[src/rtl/regmap_arbiter.sv]
// Two-requester round-robin arbiter that serialises accesses onto the 2-register control map.
// Optional macro ARB_ADDR_CHECK_EN: out-of-range addresses skip the map and complete with req_err_o.
module regmap_arbiter #(
  parameter int unsigned ADDR_W   = 3,
  parameter int unsigned DATA_W   = 2,
  parameter int unsigned NUM_REGS = 2
) (
  input  logic              clk_i,
  input  logic              rst_n_i,
  input  logic              req0_valid_i,
  input  logic              req0_write_i,
  input  logic [ADDR_W-1:0] req0_addr_i,
  input  logic [DATA_W-1:0] req0_wdata_i,
  output logic              req0_ready_o,
  output logic              req0_done_o,
  output logic [DATA_W-1:0] req0_rdata_o,
  input  logic              req1_valid_i,
  input  logic              req1_write_i,
  input  logic [ADDR_W-1:0] req1_addr_i,
  input  logic [DATA_W-1:0] req1_wdata_i,
  output logic              req1_ready_o,
  output logic              req1_done_o,
  output logic [DATA_W-1:0] req1_rdata_o,
  output logic              rm_write_o,
  output logic              rm_read_o,
  output logic [ADDR_W-1:0] rm_addr_o,
  output logic [DATA_W-1:0] rm_wdata_o,
`ifdef ARB_ADDR_CHECK_EN
  output logic              req_err_o,
`endif
  input  logic [DATA_W-1:0] rm_rdata_i
);

`ifdef ARB_ADDR_CHECK_EN
  localparam bit CheckEn = 1'b1;
`else
  localparam bit CheckEn = 1'b0;
`endif

  typedef enum logic [1:0] {ST_IDLE, ST_ACCESS, ST_DONE} state_e;

  state_e            state_q;
  logic              last_gnt_q;
  logic              cap_id_q;
  logic              cap_write_q;
  logic              cap_bad_q;

  logic              any_valid_c;
  logic              sel_id_c;
  logic              sel_write_c;
  logic              sel_bad_c;
  logic [ADDR_W-1:0] sel_addr_c;
  logic [DATA_W-1:0] sel_wdata_c;
  logic [DATA_W-1:0] rdata_c;

  // A lone requester wins; under contention the one not granted last time wins.
  always_comb begin
    any_valid_c = req0_valid_i | req1_valid_i;
    sel_id_c    = (req0_valid_i && req1_valid_i) ? ~last_gnt_q : req1_valid_i;
    sel_write_c = sel_id_c ? req1_write_i : req0_write_i;
    sel_addr_c  = sel_id_c ? req1_addr_i  : req0_addr_i;
    sel_wdata_c = sel_id_c ? req1_wdata_i : req0_wdata_i;
    sel_bad_c   = CheckEn && (sel_addr_c >= ADDR_W'(NUM_REGS));
    rdata_c     = (cap_write_q || cap_bad_q) ? '0 : rm_rdata_i;
  end

  assign req0_ready_o = (state_q == ST_IDLE) && any_valid_c && !sel_id_c;
  assign req1_ready_o = (state_q == ST_IDLE) && any_valid_c &&  sel_id_c;

  // Sequencer: IDLE (grant) -> ACCESS (map strobe) -> DONE (completion pulse).
  always_ff @(posedge clk_i or negedge rst_n_i) begin
    if (!rst_n_i) begin
      state_q      <= ST_IDLE;
      last_gnt_q   <= 1'b1;
      cap_id_q     <= 1'b0;
      cap_write_q  <= 1'b0;
      cap_bad_q    <= 1'b0;
      rm_write_o   <= 1'b0;
      rm_read_o    <= 1'b0;
      rm_addr_o    <= '0;
      rm_wdata_o   <= '0;
      req0_done_o  <= 1'b0;
      req1_done_o  <= 1'b0;
      req0_rdata_o <= '0;
      req1_rdata_o <= '0;
`ifdef ARB_ADDR_CHECK_EN
      req_err_o    <= 1'b0;
`endif
    end else begin
      case (state_q)
        ST_IDLE: begin
          if (any_valid_c) begin
            state_q     <= ST_ACCESS;
            last_gnt_q  <= sel_id_c;
            cap_id_q    <= sel_id_c;
            cap_write_q <= sel_write_c;
            cap_bad_q   <= sel_bad_c;
            rm_write_o  <= sel_write_c && !sel_bad_c;
            rm_read_o   <= !sel_write_c && !sel_bad_c;
            rm_addr_o   <= sel_addr_c;
            rm_wdata_o  <= sel_wdata_c;
          end
        end
        ST_ACCESS: begin
          state_q    <= ST_DONE;
          rm_write_o <= 1'b0;
          rm_read_o  <= 1'b0;
          rm_addr_o  <= '0;
          rm_wdata_o <= '0;
          if (cap_id_q) begin
            req1_done_o  <= 1'b1;
            req1_rdata_o <= rdata_c;
          end else begin
            req0_done_o  <= 1'b1;
            req0_rdata_o <= rdata_c;
          end
`ifdef ARB_ADDR_CHECK_EN
          req_err_o <= cap_bad_q;
`endif
        end
        ST_DONE: begin
          state_q     <= ST_IDLE;
          req0_done_o <= 1'b0;
          req1_done_o <= 1'b0;
`ifdef ARB_ADDR_CHECK_EN
          req_err_o   <= 1'b0;
`endif
        end
        default: state_q <= ST_IDLE;
      endcase
    end
  end

endmodule
[config.mk]
export PLATFORM = sky130hd
export DESIGN_NAME = regmap_arbiter
export DESIGN_NICKNAME = d
export VERILOG_FILES = /design/src/rtl/regmap_arbiter.sv
export SDC_FILE = /design/constraint.sdc
export NUM_CORES = 1
export LEC_CHECK = 0
export CAP_MARGIN = 25
export CORE_MARGIN = 4
export CORE_UTILIZATION = 37
export DETAILED_ROUTE_END_ITERATION = 10
export HOLD_SLACK_MARGIN = 0.03
export PLACE_DENSITY_LB_ADDON = 0.3
export SKIP_LAST_GASP = 1
export SLEW_MARGIN = 20
export SYNTH_ARGS = -nofsm -noshare
export SYNTH_HDL_FRONTEND = slang
export SYNTH_SLANG_ARGS = --single-unit
export TNS_END_PERCENT = 1
[constraint.sdc]
create_clock -name clk_i -period 1.1 [get_ports clk_i]
set_input_delay 0.165 -clock clk_i [delete_from_list [all_inputs] [get_ports clk_i]]
set_output_delay 0.165 -clock clk_i [all_outputs]
set_load 0.05 [all_outputs]
# [Word-level counts from Yosys, hierarchy flattened]
# Cells that the tools add are included.
[totals] out_inout_bits=15 wordCells=54 ff_bits=18 in_bits=18
[op_classes] n_reduce_logical=15 n_bitwise=3 mux=19 n_eq_ne=5
[op_table] cell="2-bit AND reduction" n=6
[op_table] cell="2-bit two-way mux" n=4
[op_table] cell="1-bit one-hot mux with 2 select lines" n=4
[op_table] cell="2-bit one-hot mux with 2 select lines" n=2
[op_table] cell="1-bit two-way mux" n=6
[op_table] cell="3-bit two-way mux" n=2
[op_table] cell="2-bit != test, second input constant" n=3
[op_table] cell="3-bit one-hot mux with 2 select lines" n=1
[op_table] cell="1-bit logical AND" n=4
[op_table] cell="2-bit nonzero test" n=2
[op_table] cell="2-bit by 1-bit equality test with 1-bit output, second input constant" n=1
[op_table] cell="2-bit equality test, second input constant" n=1
[op_table] cell="1-bit zero test" n=2
[op_table] cell="2-bit zero test" n=1
[op_table] cell="1-bit NOT" n=2
[op_table] cell="1-bit bitwise OR" n=1

# [Logic depth before layout (Yosys ltp)]
[depth] depth_word=6 ltp_mapped=4 depth_no_buf=4

# [Worst setup path after synthesis]
# No wires, ideal clock.
[synth_timing] path_kind="register to register" startpoint="register last_gnt_q" endpoint="register rm_addr_o[0]" path_slack_ns=-0.281 required_ns=0.974 arrival_time_ns=1.255 n_path_buf=1 stages_incl_launch_ff=5 setup_ns=0.126 period_less_slack_ns=1.381 path_cell_list="dfstp_2 a211oi_1 and2_1 buf_2 a221o_1"
[synth_via] elab_chain_cells=5
[synth_lines] item="from (decl)" line_no="43" text="logic last_gnt_q;"
[synth_lines] item="from (signal assigned)" line_no="94" text="last_gnt_q <= sel_id_c;"
[synth_lines] item="1-bit NOT" line_no="59" text="sel_id_c = (req0_valid_i && req1_valid_i) ? ~last_gnt_q : req1_valid_i;"
[synth_lines] item="1-bit two-way mux" line_no="59"
[synth_lines] item="3-bit two-way mux" line_no="61" text="sel_addr_c = sel_id_c ? req1_addr_i : req0_addr_i;"
[synth_lines] item="3-bit two-way mux" line_no="92" text="if (any_valid_c) begin"
[synth_lines] item="3-bit one-hot mux with 2 select lines" line_no="90" text="case (state_q)"
[synth_lines] item="to (signal assigned)" line_no="100" text="rm_addr_o <= sel_addr_c;"
[synth_lines] item="to (decl)" line_no="26" text="output logic [ADDR_W-1:0] rm_addr_o,"
# No other way between the ends. The select of a mux whose other input is x is not followed.
# A chain may end at the register's enable or synchronous reset.

# [Worst setup path in the final report]
[layout_timing] startpoint="register last_gnt_q" endpoint="output port req0_ready_o"
[layout_via] elab_chain_cells=4
[layout_lines] item="1-bit NOT" line_no="59"
[layout_lines] item="1-bit two-way mux" line_no="59"
[layout_lines] item="1-bit zero test" line_no="67" text="assign req0_ready_o = (state_q == ST_IDLE) && any_valid_c && !sel_id_c;"
[layout_lines] item="1-bit logical AND" line_no="67"
[layout_lines] item="to (decl)" line_no="14" text="output logic req0_ready_o,"
# No other way between the ends.

==> impl_results.html <==
<table>
<tr><th>Metric</th><th>Value</th></tr>
<tr><th colspan="2">Critical path</th></tr>
<tr><td>Top fanout value on the critical path</td><td>3</td></tr>
<tr><td>Critical Path AT</td><td>1.39 ns</td></tr>
<tr><td>Slowest-stage cell, CP</td><td>dfstp_2</td></tr>
<tr><td>Startpoint type of the worst setup path</td><td>flip-flop</td></tr>
<tr><td>Crit path max-delay family</td><td>flip-flops</td></tr>
<tr><td>Type of the worst setup path</td><td>reg -&gt; out</td></tr>
<tr><td>Delay of the slowest cell on the worst path</td><td>~0.58 ns</td></tr>
<tr><td>Cell Chain, Critical Path</td><td>nand2b_4 &gt; nand3_4 &gt; inv_2 &gt; buf_6 &gt; buf_12</td></tr>
<tr><td>Buffers and inverters on the worst path</td><td>3</td></tr>
<tr><td>Data required time of the worst path</td><td>0.94 ns</td></tr>
<tr><td>Endpoint class of the critical path</td><td>primary output</td></tr>
<tr><th colspan="2">Route</th></tr>
<tr><td>First-pass iteration count of the detailed router</td><td>4</td></tr>
<tr><td>Vias after detailed routing</td><td>about 730</td></tr>
<tr><td>Post-route antenna net violation count</td><td>0</td></tr>
<tr><td>Routed wirelength normalized by instance count</td><td>15.6 microns</td></tr>
<tr><td>Wire length after detailed routing</td><td>about 2.2 mm</td></tr>
<tr><td>DRT iter0 DRCs</td><td>13</td></tr>
<tr><td>Ratio of routed vias to standard cells</td><td>just over 5</td></tr>
<tr><td>Residual DRC</td><td>0</td></tr>
<tr><th colspan="2">Finish</th></tr>
<tr><td>Number of nets at the end of the flow</td><td>between 100 and 150</td></tr>
<tr><td>Fraction of final layout cells sized beyond drive strength 1</td><td>a little over two fifths</td></tr>
<tr><td>Layout Area Growth over Synthesis</td><td>89.3%</td></tr>
<tr><td>Number of antenna cells inserted</td><td>0</td></tr>
<tr><td>Number of fill cells</td><td>between 100 and 150</td></tr>
<tr><th colspan="2">Place</th></tr>
<tr><td>Final weighted congestion of routability-driven global placement</td><td>around 0.89</td></tr>
<tr><td>Worst slack at placement</td><td>-0.476 ns</td></tr>
<tr><td>Half-perimeter wire length after placement</td><td>~1.6 mm</td></tr>
<tr><td>Number of I/O port buffers</td><td>32</td></tr>
<tr><th colspan="2">STA</th></tr>
<tr><td>Setup repair after global routing missed its margin</td><td>yes</td></tr>
<tr><td>Final number of setup-violating endpoints</td><td>16</td></tr>
<tr><td>Max-slew violations</td><td>0</td></tr>
<tr><td>Setup skew after layout</td><td>~0.0031 ns</td></tr>
<tr><td>Final setup TNS</td><td>-5.01 ns</td></tr>
<tr><td>Final critical-path setup slack</td><td>-0.455 ns</td></tr>
<tr><td>F_max</td><td>between 600 and 700 MHz</td></tr>
<tr><td>Max-slew headroom</td><td>between 50% and 60%</td></tr>
<tr><td>Fraction of the cycle the final worst path needs</td><td>141%</td></tr>
<tr><td>Crit path time final</td><td>around 1.6 ns</td></tr>
<tr><td>Transition time at the pin with the least slew margin</td><td>between 0.6 and 0.7 ns</td></tr>
<tr><td>Final-report hold violation count</td><td>0</td></tr>
<tr><th colspan="2">Yosys</th></tr>
<tr><td>Avg Synthesized Cell Area</td><td>12.1 sq um</td></tr>
<tr><td>Most repeated cell in the gate-level netlist after synthesis</td><td>dfrtp_1</td></tr>
<tr><td>Number of storage elements in the synthesis netlist</td><td>18</td></tr>
<tr><td>Ys Warns</td><td>0</td></tr>
<tr><td>Commonest cells in the synthesized netlist</td><td>dfrtp_1, o21a_1, a221o_1, o21ai_0, mux2_2</td></tr>
<tr><td>Synth top area cells</td><td>dfrtp_1, o21a_1, a221o_1</td></tr>
<tr><td>Area of the mapped netlist</td><td>around 790 sq um</td></tr>
<tr><td>Number of distinct library cells after synthesis</td><td>26</td></tr>
<tr><td>Number of enable-type register cells in the synthesized netlist</td><td>0</td></tr>
<tr><td>Async SR Flop Fraction</td><td>between 90% and 100%</td></tr>
<tr><td>Biggest area consumer among synthesized cells</td><td>dfrtp_1</td></tr>
<tr><td>Most instantiated flip-flop cell in the synthesis netlist</td><td>dfrtp_1</td></tr>
<tr><td>Sequential area share after synthesis</td><td>between 50% and 60%</td></tr>
<tr><td>Share of Yosys cell area claimed by the top area cell type</td><td>between 50% and 60%</td></tr>
<tr><td>Mapped Nets</td><td>83</td></tr>
<tr><td>Synth Instances</td><td>65</td></tr>
<tr><th colspan="2">Clock tree</th></tr>
<tr><td>Clock tree from TritonCTS</td><td>yes</td></tr>
<tr><td>Clock input transition at the sequential cells of the worst setup and hold paths</td><td>about 0.10 ns</td></tr>
<tr><td>Clock network latency to the later pin of the worst-skew pair</td><td>0.30 ns</td></tr>
<tr><td>Cell at the root of the clock tree</td><td>clkbuf_4</td></tr>
<tr><td>Total number of H-tree levels</td><td>1</td></tr>
<tr><td>Total CTS buffers</td><td>3</td></tr>
<tr><td>Number of clock sinks seen by CTS</td><td>18</td></tr>
<tr><td>Number of buffers on the longest clock path</td><td>2</td></tr>
<tr><th colspan="2">Global route</th></tr>
<tr><td>Antenna violations before repair</td><td>0</td></tr>
<tr><td>Wire length of the first global-routing pass</td><td>about 3.5 mm</td></tr>
<tr><td>Global router's overall resource usage</td><td>~18%</td></tr>
<tr><td>Grt total ovfl</td><td>0</td></tr>
<tr><td>Pin count of the biggest net entering global routing</td><td>14</td></tr>
<tr><td>Via count of the first global-routing pass</td><td>~750</td></tr>
<tr><th colspan="2">Power</th></tr>
<tr><td>Power per unit of standard cell area</td><td>around 3300 nW/um^2</td></tr>
<tr><td>Leakage power total</td><td>around 0.67 nW</td></tr>
<tr><td>VDD IR max</td><td>around 2.3 mV</td></tr>
<tr><th colspan="2">Floorplanning</th></tr>
<tr><td>Number of placed I/O pins</td><td>33</td></tr>
<tr><td>Area of the die</td><td>roughly 2900 sq um</td></tr>
<tr><td>Core ar.</td><td>1980 sq um</td></tr>
<tr><td>Number of core rows</td><td>16</td></tr>
<tr><td>Die extent in y</td><td>roughly 54 microns</td></tr>
<tr><td>Initial core utilization</td><td>39.6%</td></tr>
<tr><td>X dimension of the die</td><td>roughly 54 microns</td></tr>
<tr><th colspan="2">Run status</th></tr>
<tr><td>Violations in the final reports</td><td>negative setup slack</td></tr>
<tr><td>Run status</td><td>complete, but fails checks</td></tr>
<tr><th colspan="2">Worst hold path</th></tr>
<tr><td>Worst min path class</td><td>in -&gt; async</td></tr>
<tr><th colspan="2">Job</th></tr>
<tr><td>Total of max-cap violations</td><td>0</td></tr>
</table>
layout by cell type (no fill, tap or decap), types with 3 or more instances in the layout:
master	n
buf_12	15
inv_1	3
buf_4	16
o21a_1	8
a221o_1	5
mux2_2	4
o21ai_0	5
nor2b_1	3
clkbuf_4	3
clkdlybuf4s50_1	17
dfrtp_1	16
worst paths after layout:
kind                                  from              end  slack [ns]  depth (start not counted)
min in group clk_i          req1_addr_i[2]     rm_addr_o[2]        0.47                          2
setup reg to reg                last_gnt_q      cap_write_q       -0.45                          6
hold reg to reg            req1_rdata_o[1]  req1_rdata_o[1]        0.58                          1
hold / removal                     rst_n_i    rm_wdata_o[1]        0.16                          2
setup / recovery                last_gnt_q     req0_ready_o       -0.45                          5
max in group asynchronous          rst_n_i       state_q[1]        0.74                          2
repair_timing:
item,in CTS,in global routing
pin swaps,1,0
cloned,0,0
setup endpoints to repair,15,20
resized for setup,7,2
buffers inserted,2,3
hold buffers,0,0
hold endpoints to repair,0,0
cells by family after synthesis:
logic type	share of synthesized area [%]
flip-flops	57.5
multiplexers	5.73
AND/OR/NAND/NOR	10.4
buffers and inverters	3.02
AO/OA/AOI/OAI	23.4
flip-flops by register name (all words and copies together), names as in the netlist:
| name | count |
|---|---|
| rm_read_o | 1 |
| req1_rdata_o | 2 |
| req0_rdata_o | 2 |
| state_q | 2 |
| cap_id_q | 1 |
| last_gnt_q | 1 |
| rm_write_o | 1 |
| req1_done_o | 1 |
| rm_addr_o | 3 |
| cap_write_q | 1 |
| req0_done_o | 1 |
| rm_wdata_o | 2 |
layer usage:
layer  vias up  wire length, microns  track usage, %
met1       357                   852            20.8
met2        30                  1200            27.6
met3         4                   144            5.54
li1        337                     -               -
met4         0                    32            10.8
met5         -                     0               0
per-stage QoR:
step	cell area, sq um	util [%]	std cells	hold slack, ns	total power [W]
6_report	1490	75.1	143	0.157	0.00489
4_1_cts	1450	73.3	140	0.162	0.00476
5_1_grt	1490	75.1	143	0.160	0.00511
3_3_place_gp	1370	69.2	134	0.476	0.00416
2_1_floorplan	792	-	65	-0.131	0.00268
3_5_place_dp	1370	69.2	134	0.487	0.00421
where the power goes:
part           switching [W]  internal, W
clock network       0.000209     0.000202
logic                0.00147      0.00165
registers           0.000384     0.000984
cell type report:
type	count	area [sq um]	area share (%)
repair buffers	49	602	40.5
flip-flops and latches	18	453	30.4
multi-input cells	41	348	23.4
clock buffers	4	36.3	2.44
well taps	27	33.8	2.27
inverters	4	15.0	1.01
Power figures use the tool's default switching activity.
